--- config.mk ---
export PLATFORM = sky130hd
export DESIGN_NAME = uart_rx_fifo
export DESIGN_NICKNAME = d
export VERILOG_FILES = /design/src/rtl/uart_pkg.sv /design/src/rtl/rxf_ptr.sv /design/src/rtl/uart_rx_fifo.sv
export SDC_FILE = /design/constraint.sdc
export NUM_CORES = 1
export LEC_CHECK = 0
export ABC_CLOCK_PERIOD_IN_PS = 3700
export BUFFER_PORTS_ARGS = -buffer_cell sky130_fd_sc_hd__buf_4
export CAP_MARGIN = 20
export CORE_MARGIN = 2
export CORE_UTILIZATION = 61
export CTS_CLUSTER_DIAMETER = 30
export DETAILED_ROUTE_END_ITERATION = 7
export GPL_TIMING_DRIVEN = 0
export PLACE_DENSITY = 0.77
export SETUP_SLACK_MARGIN = 0.05
export SLEW_MARGIN = 10
export SYNTH_ARGS = -nofsm -noshare
export SYNTH_HDL_FRONTEND = slang
export SYNTH_SLANG_ARGS = --single-unit
export TNS_END_PERCENT = 100
--- constraint.sdc ---
create_clock -name clk -period 3.7 [get_ports clk]
set_input_delay 0.37 -clock clk [delete_from_list [all_inputs] [get_ports clk]]
set_output_delay 0.37 -clock clk [all_outputs]
set_load 0.05 [all_outputs]
--- src/rtl/uart_pkg.sv ---
// rtl/uart_pkg.sv - shared types and constants for the UART receive FIFO
package uart_pkg;

  typedef logic [7:0] byte_t;

  localparam byte_t ASCII_CR          = 8'h0D;
  localparam int    RXF_DEPTH_DEFAULT = 16;

endpackage

--- src/rtl/rxf_ptr.sv ---
// rtl/rxf_ptr.sv - wrap-bit pointer counter used for FIFO read and write sides
module rxf_ptr #(
  parameter int AW = 4
) (
  input  logic          clk,
  input  logic          nrst,
  input  logic          i_inc,
  output logic [AW-1:0] o_idx,
  output logic          o_wrap
);

  logic [AW:0] r_ptr;

  // Advance by one on increment; the MSB toggles each time the index wraps to 0.
  always_ff @(posedge clk or negedge nrst) begin
    if (!nrst) begin
      r_ptr <= '0;
    end else if (i_inc) begin
      r_ptr <= r_ptr + {{AW{1'b0}}, 1'b1};
    end
  end

  assign o_idx  = r_ptr[AW-1:0];
  assign o_wrap = r_ptr[AW];

endmodule

--- src/rtl/uart_rx_fifo.sv ---
// rtl/uart_rx_fifo.sv - non-throttling UART receive FIFO, FWFT output; optional CR line detect via UART_RX_FIFO_LINE_EN
module uart_rx_fifo
  import uart_pkg::*;
#(
  parameter int DEPTH = RXF_DEPTH_DEFAULT,
  parameter int WIDTH = 8,
  parameter int CNT_W = $clog2(DEPTH) + 1
) (
  input  logic             clk,
  input  logic             nrst,
  input  logic [WIDTH-1:0] s_tdata,
  input  logic             s_tvalid,
  output logic             s_tready,
  output logic [WIDTH-1:0] m_tdata,
  output logic             m_tvalid,
  input  logic             m_tready,
  output logic [CNT_W-1:0] count,
  output logic             overflow,
  input  logic             clr_ovf,
  output logic             line_avail
);

  localparam int PW = $clog2(DEPTH);

  logic [PW-1:0]    w_wr_idx;
  logic             w_wr_wrap;
  logic [PW-1:0]    w_rd_idx;
  logic             w_rd_wrap;
  logic [PW-1:0]    w_rd_idx_nxt;
  logic             w_full;
  logic             w_push;
  logic             w_pop;
  logic             w_overrun;
  logic [CNT_W-1:0] w_count_nxt;
  logic [CNT_W-1:0] w_count_after_pop;

  logic [WIDTH-1:0] r_mem [DEPTH];
  logic [CNT_W-1:0] r_count;
  logic [WIDTH-1:0] r_m_tdata;
  logic             r_m_tvalid;
  logic             r_overflow;

  rxf_ptr #(.AW(PW)) u_wr_ptr (
    .clk    (clk),
    .nrst   (nrst),
    .i_inc  (w_push),
    .o_idx  (w_wr_idx),
    .o_wrap (w_wr_wrap)
  );

  rxf_ptr #(.AW(PW)) u_rd_ptr (
    .clk    (clk),
    .nrst   (nrst),
    .i_inc  (w_pop),
    .o_idx  (w_rd_idx),
    .o_wrap (w_rd_wrap)
  );

  // A full FIFO still takes a byte when the head leaves in the same cycle.
  assign w_full            = (w_wr_idx == w_rd_idx) && (w_wr_wrap != w_rd_wrap);
  assign w_pop             = r_m_tvalid & m_tready;
  assign w_push            = s_tvalid & (~w_full | w_pop);
  assign w_overrun         = s_tvalid & w_full & ~w_pop;
  assign w_rd_idx_nxt      = w_rd_idx + PW'(w_pop);
  assign w_count_after_pop = r_count - CNT_W'(w_pop);
  assign w_count_nxt       = w_count_after_pop + CNT_W'(w_push);

  // Storage write; contents need no reset since occupancy gates every read.
  always_ff @(posedge clk) begin
    if (w_push) begin
      r_mem[w_wr_idx] <= s_tdata;
    end
  end

  // Occupancy, registered head byte and sticky overrun (set beats clear).
  always_ff @(posedge clk or negedge nrst) begin
    if (!nrst) begin
      r_count    <= '0;
      r_m_tdata  <= '0;
      r_m_tvalid <= 1'b0;
      r_overflow <= 1'b0;
    end else begin
      r_count    <= w_count_nxt;
      r_m_tvalid <= (w_count_nxt != '0);
      r_overflow <= w_overrun | (r_overflow & ~clr_ovf);
      if (w_push && (w_count_after_pop == '0)) begin
        r_m_tdata <= s_tdata;
      end else if (w_count_nxt != '0) begin
        r_m_tdata <= r_mem[w_rd_idx_nxt];
      end
    end
  end

  assign s_tready = 1'b1;
  assign m_tdata  = r_m_tdata;
  assign m_tvalid = r_m_tvalid;
  assign count    = r_count;
  assign overflow = r_overflow;

`ifdef UART_RX_FIFO_LINE_EN
  localparam logic [WIDTH-1:0] LP_CR = WIDTH'(ASCII_CR);

  logic [CNT_W-1:0] r_cr_cnt;
  logic [CNT_W-1:0] w_cr_cnt_nxt;
  logic             r_line_avail;

  assign w_cr_cnt_nxt = r_cr_cnt
                      + CNT_W'(w_push && (s_tdata == LP_CR))
                      - CNT_W'(w_pop && (r_m_tdata == LP_CR));

  // Count stored CR bytes so the consumer can wait for a whole command line.
  always_ff @(posedge clk or negedge nrst) begin
    if (!nrst) begin
      r_cr_cnt     <= '0;
      r_line_avail <= 1'b0;
    end else begin
      r_cr_cnt     <= w_cr_cnt_nxt;
      r_line_avail <= (w_cr_cnt_nxt != '0);
    end
  end

  assign line_avail = r_line_avail;
`else
  assign line_avail = 1'b0;
`endif

endmodule

Yosys cells after proc, flatten, opt, wreduce, memory -nomap -nowiden --
Memories as Yosys holds them, arrays and structs flattened. Index checks and enable logic that the tools add are counted.
Word-level totals: input port bits 13, memories kept 1, flip-flop bits (word level) 25, word-level logic and storage cells 33, RAM bits 128, output and inout port bits 17
Memories:
- r_mem | depth 16, bits a word 8, rd ports 1, clocked after Yosys merged registers in 0, wr ports 1, RTL line uart_rx_fifo.sv:37 | logic [WIDTH-1:0] r_mem [DEPTH];
Cells by class: add/sub/neg operators 5, bitwise gates (word level) 10, eq/ne operators 2, reduce and logical (&&, ||, !) cells 5, mux-type cells 4
Operators by type and width (number):
- 8-bit two-way mux | 2
- 5-bit by 1-bit adder with 5-bit output (second input constant) | 2
- 5-bit by 1-bit adder with 5-bit output | 1
- 1-bit bitwise AND | 5
- 5-bit logical NOT | 1
- 5-bit nonzero test | 1
- 5-bit by 1-bit subtractor with 5-bit output | 1
- 4-bit by 1-bit adder with 4-bit output | 1
- 4-bit == test | 1
- 1-bit NOT | 3
- 1-bit logical AND | 2
- 1-bit two-way mux | 2
- 1-bit OR | 2
- 2-bit nonzero test | 1
- 1-bit inequality test | 1

Logic depth before layout (Yosys ltp) --
Gate-level depths: netlist of run 1.
depth in word-level cells 9, gate-level depth with buffers 14, mapped depth without buffers 12

Cells and area by module --
From an unflattened synthesis of run 1, not the netlist that was laid out.
Second synthesis, totals: cells, all modules 350, area, all modules 6346.1 um^2
By module, submodules not included:
- uart_rx_fifo | times used 1, area each 5945.7 um^2, cells each 322
- rxf_ptr | times used 2, area each 200.2 um^2, cells each 14

Worst setup path before layout of run 1 --
OpenSTA, ideal clock, no wires.
path kind register to register, start point reg r_m_tvalid (netlist: m_tvalid), end point reg r_m_tdata[0] (netlist: m_tdata[0]), buffers on the path 1, period minus slack after synthesis 2.857 ns, arrival time 2.731 ns, slack 0.843 ns, data required time 3.574 ns, stages on the path, launching flop included 10, cells stage by stage dfrtp_1 nand2_1 inv_1 ha_1 ha_1 clkbuf_1 mux4_2 mux4_2 mux2i_1 a21oi_1
Between the ends: word-level cells in the longest chain between the ends 6
RTL lines:
- from (decl) | RTL line uart_rx_fifo.sv:40 | logic r_m_tvalid;
- from (signal assigned) | RTL line uart_rx_fifo.sv:84 | r_m_tvalid <= (w_count_nxt != '0);
- 1-bit bitwise AND (*) | RTL line uart_rx_fifo.sv:61 | assign w_pop = r_m_tvalid & m_tready;
- named net u_rd_ptr.i_inc | RTL line rxf_ptr.sv:7 | input logic i_inc,
- branches (longest 5 deep; another with 5-bit by 1-bit subtractor with 5-bit output)
- to (signal assigned) | RTL line uart_rx_fifo.sv:87 | r_m_tdata <= s_tdata;
- to (signal assigned) | RTL line uart_rx_fifo.sv:89 | r_m_tdata <= r_mem[w_rd_idx_nxt];
- to (decl) | RTL line uart_rx_fifo.sv:39 | logic [WIDTH-1:0] r_m_tdata;
Mark *: on every way through the listed nets, which the timed path passes. The select of a mux whose other input is x is not followed. A chain may end at the register's enable or synchronous reset.

Final worst setup path of run 1 --
Ends and elaborated chain as after synthesis.

==> flow_summary.json, run 1 <==
{
  "start_util_pct": 62.2,
  "synth_most_common_cell": "edfxtp_1",
  "cts_root_buffer": "clkbuf_8",
  "drtAntennaViolNets": 0,
  "synth.ff_latch_count": 153,
  "first_pass_iters": 5,
  "routedWlPerCell_um": 23.3,
  "status": "finished clean",
  "post_cts_resized": 0,
  "track_usage_pct": 24.2,
  "hold_path_class": "in2reg",
  "worstPathCellList": "nand2_1 > inv_1 > ha_1 > ha_1 > clkbuf_1 > mux4_2 > mux4_2 > mux2i_1 > a21oi_1",
  "grt_max_degree": 26,
  "synth_commonest_cells": "edfxtp_1 (128), mux4_2 (40), dfrtp_1 (25)",
  "power.leakage_nw": 2.60,
  "drive_gt1_share_pct": 29.4,
  "area_delta_synth_final_pct": 15.7,
  "cts-htree-levels": 4,
  "timing.rr.start": "m_tvalid$_DFF_PN0_",
  "cp.arrival_ns": 3.59,
  "cp-end-kind": "flop",
  "period_share_pct": 86.1,
  "syn_inst": 337,
  "async_flop_share_pct": 16.3,
  "seq_area_um2": 4470,
  "yosysTopAreaCell": "edfxtp_1",
  "antenna_cells": 0,
  "syn_nets": 361,
  "cts_tree": "yes",
  "coreArea_um2": 10200,
  "synth_enable_flop_cells": 128,
  "hold_violations": 0,
  "ys_warn_count": 0,
  "yosysUniqueCellTypes": 35,
  "grt.overflow.total": 0,
  "clock_path_buffers": 2,
  "power_density_nw_per_um2": 934,
  "worstPathRequired_ns": 4.10,
  "antenna_found_initial": 0,
  "drtIter0Drc": 325,
  "drv_slew": 0,
  "io_pins": 30,
  "path_buf_inv": 2,
  "grt_first_pass_wirelength_mm": 19.0,
  "nets": 409,
  "clk_pin_slew_ns": 0.06,
  "cap_viol_max_count": 0,
  "cp_num_cells": 9,
  "wl_mm": 12.4,
  "critPathSlowestCell": "clkbuf_1",
  "rows": 37,
  "rr_worst_depth": 9,
  "yosysSeqAreaShare_pct": 70.5,
  "cts_made_buffers": 17,
  "setup_viol": 0,
  "start_kind": "flop",
  "slowest_delay_ns": 0.59,
  "period_minus_slack_ns": 3.18,
  "netlist_area_um2": 6340,
  "path_max_fanout": 10,
  "grt_pass1_vias": 3292,
  "holdWs_ns": 0.0283,
  "max_freq_ghz": 0.314,
  "startpoint": "m_tvalid$_DFF_PN0_",
  "place_congestion": 0.756,
  "insertion_delay_ns": 0.52,
  "whs_path_depth": 2,
  "ir_drop_mv": 0.431,
  "fp.dieH_um": 106,
  "path_class": "reg2reg",
  "synth_top_area_share_pct": 60.7,
  "via_count": 3267,
  "die_area_um2": 11200,
  "fin_tns_setup_ns": 0,
  "tightest_slew_ns": 1.09,
  "syn_avg_cell_area_um2": 18.8,
  "cp_top_family": "multiplexers",
  "clkSinkCount": 153,
  "via_per_inst": 6.12,
  "yosys-top-cells-area": "edfxtp_1 (61%), mux4_2 (14%), dfrtp_1 (9.9%)",
  "rsz0062_at_grt": "no",
  "synthFlopType": "edfxtp_1",
  "hpwl_mm": 7.59,
  "relSlewSlack_pct": 27.4,
  "fin_skew_ns": 0.00568,
  "drcViolationCount": 0,
  "numPortBuffers": 27,
  "multiInputGateArea_um2": 1740,
  "hold_path_startpoint": "clr_ovf",
  "fillers": 626,
  "die_x_um": 106
}
## path summary, 6_finish.rpt
| kind | endpoint | slack, ns |
|---|---|---|
| setup / recovery | m_tdata[0]$_DFFE_PN0P_ | 0.52 |
| hold / removal | overflow$_DFF_PN0_ | 0.03 |
| setup reg to reg | m_tdata[0]$_DFFE_PN0P_ | 0.52 |
| hold reg to reg | u_rd_ptr.r_ptr[4]$_DFFE_PN0P_ | 0.49 |
| max in group asynchronous | u_rd_ptr.r_ptr[3]$_DFFE_PN0P_ | 3.14 |
| min in group asynchronous | count[2]$_DFF_PN0_ | 0.30 |
## cells by family after synthesis
| family | share of synthesized area [%] |
|---|---|
| multiplexers | 15.7 |
| adder cells (fa/ha/maj) | 2.17 |
| XOR/XNOR | 3.16 |
| AO/OA/AOI/OAI | 1.72 |
| buffers and inverters | 2.23 |
| other | 0.119 |
| flip-flops | 70.5 |
| AND/OR/NAND/NOR | 4.42 |
## layout make-up
type / count / share of cell area, %
Clock inverter: 15 / 2.39
Tap cell: 136 / 2.32
Timing Repair Buffer: 29 / 2.97
Inverter: 9 / 0.461
Sequential cell: 153 / 61.0
Clock buffer: 17 / 5.65
Multi-Input combinational cell: 158 / 23.8
Buffer: 17 / 1.47
## power by group
part | internal (mW) | switching, mW | total [mW]
logic | 1.28 | 1.53 | 2.81
registers | 2.17 | 0.150 | 2.32
clock network | 1.03 | 0.688 | 1.72
total | 4.48 | 2.37 | 6.84
## cells in the final DEF, fill, tap and decap left out, types with 2 or more instances in the layout
master | Yosys | layout
a21oi_1 | 10 | 10
nand2b_1 | 4 | 4
nand4_1 | 5 | 5
nor3_2 | 0 | 3
clkinv_4 | 0 | 4
clkinvlp_4 | 0 | 2
xnor2_1 | 12 | 12
nand2_1 | 9 | 9
buf_4 | 3 | 30
mux2i_1 | 8 | 8
o21ai_0 | 3 | 3
clkinv_1 | 0 | 4
nor3_1 | 6 | 3
mux4_2 | 40 | 40
clkbuf_1 | 3 | 3
nor2_1 | 22 | 22
clkbuf_16 | 0 | 16
inv_1 | 9 | 9
buf_2 | 8 | 9
xor2_1 | 9 | 9
dfrtp_1 | 25 | 25
buf_6 | 3 | 3
conb_1 | 2 | 2
nand3_1 | 3 | 3
ha_1 | 11 | 11
bufinv_16 | 0 | 3
edfxtp_1 | 128 | 128
## sequential cells by signal, indices dropped and copies added, names as in the netlist
name and flops:
u_wr_ptr.r_ptr 5, count 5, overflow 1, m_tdata 8, r_mem 128, m_tvalid 1
u_rd_ptr.r_ptr 5
## metal layers
layer | wire length, µm | GRT usage (%) | vias up
met2 | 6180 | 37.7 | 121
met3 | 730 | 6.19 | 20
met1 | 5290 | 33.9 | 1702
met5 | 0 | 0 | -
li1 | - | - | 1424
met4 | 215 | 8.55 | 0
## repair_timing
item,4_1_cts,5_1_grt
buffers inserted,0,0
endpoints found under the hold margin,25,0
hold buffers,1,0
## per-stage QoR
| step | cell area (µm²) | util, % | worst slack, ns | instances | power, mW |
|---|---|---|---|---|---|
| after floorplan | 6340 | - | 0.843 | 337 | 4.42 |
| after detailed placement | 6730 | 66.1 | 0.462 | 501 | 5.11 |
| after global routing | 7330 | 72.0 | 0.376 | 534 | 7.15 |
| after global placement | 6710 | 65.9 | 0.410 | 500 | 5.04 |
| after CTS | 7330 | 72.0 | 0.522 | 534 | 6.88 |
| final | 7330 | 72.0 | 0.516 | 534 | 6.84 |
Power figures use the tool's default switching activity.
==> run 2, diff against run 1 <==
CORE_ASPECT_RATIO = 2   (was default)
CORE_UTILIZATION = 35   (was 61)
PLACE_DENSITY = 0.48   (was 0.77)
==> flow_summary.json, run 2 (synthesis results as in run 1) <==
{
  "first_pass_iters": 4,
  "seq_area_um2": 4470,
  "wl_mm": 14.1,
  "final_cell_mix": "edfxtp_1 (128), mux4_2 (40), buf_4 (30)",
  "final_core_util_pct": 41.5,
  "routedWlPerCell_um": 23.1,
  "fillers": 1579,
  "final_area_um2": 7380,
  "cap_viol_max_count": 0,
  "io_pins": 30,
  "clk_pin_slew_ns": 0.06,
  "critPathSlowestCell": "clkbuf_1",
  "cts_setup_buffers": 0,
  "setup_viol": 0,
  "power_density_nw_per_um2": 923,
  "cp-end-kind": "flop",
  "cts_made_buffers": 17,
  "antenna_cells": 0,
  "clock_path_buffers": 2,
  "nets": 408,
  "ir_drop_mv": 0.260,
  "post_cts_resized": 0,
  "worstPathRequired_ns": 4.00,
  "fin_tns_setup_ns": 0,
  "dpl_cell_area_um2": 6830,
  "grt.overflow.total": 0,
  "wl_met3_um": 363,
  "postCtsHoldBufs": 1,
  "drcViolationCount": 0,
  "antenna_found_initial": 0,
  "hold_path_class": "in2reg",
  "drtAntennaViolNets": 0,
  "path_class": "reg2reg",
  "via_count": 3153,
  "coreArea_um2": 17800,
  "drtIter0Drc": 166,
  "clkSinkCount": 153,
  "drv_slew": 0,
  "startpoint": "m_tvalid$_DFF_PN0_",
  "pwr-share-seq_pct": 34.0,
  "hold_violations": 0,
  "worstPathCellList": "nand2_1 > inv_1 > ha_1 > ha_1 > clkbuf_1 > mux4_2 > mux4_2 > mux2i_1 > a21oi_1",
  "track_usage_pct": 15.8,
  "holdWs_ns": 0.123,
  "cts-htree-levels": 4,
  "switching_share_pct": 35.0,
  "path_buf_inv": 2,
  "grt_max_degree": 26,
  "rows": 69,
  "drive_gt1_share_pct": 28.7,
  "relSlewSlack_pct": 30.5,
  "period_share_pct": 84.9,
  "cts_tree": "yes",
  "hold_path_startpoint": "clr_ovf",
  "die_x_um": 99.2,
  "cp_top_family": "multiplexers",
  "fin_skew_ns": 0.00671,
  "timing.rr.start": "m_tvalid$_DFF_PN0_",
  "combPwrFrac_pct": 42.4,
  "cp.arrival_ns": 3.44,
  "start_util_pct": 35.6,
  "tightest_slew_ns": 1.04,
  "fp.dieH_um": 194,
  "m1WireLength_mm": 5.23,
  "place_congestion": 0.786,
  "insertion_delay_ns": 0.42,
  "numPortBuffers": 27,
  "hpwl_mm": 10.1,
  "via_per_inst": 5.17,
  "grt_pass1_vias": 3366,
  "cts_root_buffer": "clkbuf_16",
  "clock_power_share_pct": 23.7,
  "rsz0062_at_grt": "no",
  "start_kind": "flop",
  "area_delta_synth_final_pct": 16.5,
  "regMostFlops": "r_mem",
  "p_switching_mw": 2.39,
  "period_minus_slack_ns": 3.14,
  "final_common_cell": "edfxtp_1",
  "largest_register_ffs": 128,
  "power.leakage_nw": 2.59,
  "maxUsedRoutingLayer": "met4",
  "grt_first_pass_wirelength_mm": 21.6,
  "met2_length_mm": 8.21,
  "die_area_um2": 19300,
  "max_freq_ghz": 0.318,
  "p_int_mw": 4.43,
  "slowest_delay_ns": 0.61,
  "path_max_fanout": 10,
  "status": "finished clean",
  "multiInputGateArea_um2": 1750
}
run 2: layer usage:
| layer | global-route usage [%] | up-vias |
|---|---|---|
| li1 | - | 1415 |
| met1 | 17.1 | 1670 |
| met2 | 29.0 | 53 |
| met3 | 3.85 | 15 |
| met4 | 6.19 | 0 |
| met5 | 0 | - |
run 2: final cells by class:
class	count	share of cell area [%]
flip-flops and latches	153	60.6
multi-input cells	158	23.7
clock buffers	20	5.92
well taps	213	3.61
repair buffers	28	2.88
clock inverters	12	1.46
plain buffers	17	1.46
inverters	9	0.458
run 2: path summary, 6_finish.rpt:
kind                                            endpoint  slack [ns]  depth (start not counted)
hold reg to reg            u_rd_ptr.r_ptr[4]$_DFFE_PN0P_        0.49                          1
setup reg to reg                  m_tdata[1]$_DFFE_PN0P_        0.56                          9
hold / removal                        overflow$_DFF_PN0_        0.12                          2
setup / recovery                  m_tdata[1]$_DFFE_PN0P_        0.56                          9
max in group asynchronous  u_wr_ptr.r_ptr[0]$_DFFE_PN0P_        3.05                          2
min in group asynchronous             count[3]$_DFF_PN0_        0.39                          2
run 2: power groups by stage:
stage	clock network [mW]	registers (mW)	logic (mW)
6_report	1.61	2.31	2.89
3_5_place_dp	0	2.35	2.96
2_1_floorplan	0	2.58	1.84
5_1_grt	1.72	2.34	3.12
3_3_place_gp	0	2.34	2.95
4_1_cts	1.65	2.32	2.97
run 2: per-stage QoR:
step | worst slack [ns] | power (mW) | instances
after floorplan | 0.843 | 4.42 | 337
after global placement | 0.419 | 5.29 | 577
after detailed placement | 0.410 | 5.31 | 577
after CTS | 0.465 | 6.94 | 610
after global routing | 0.280 | 7.18 | 610
final | 0.558 | 6.81 | 610
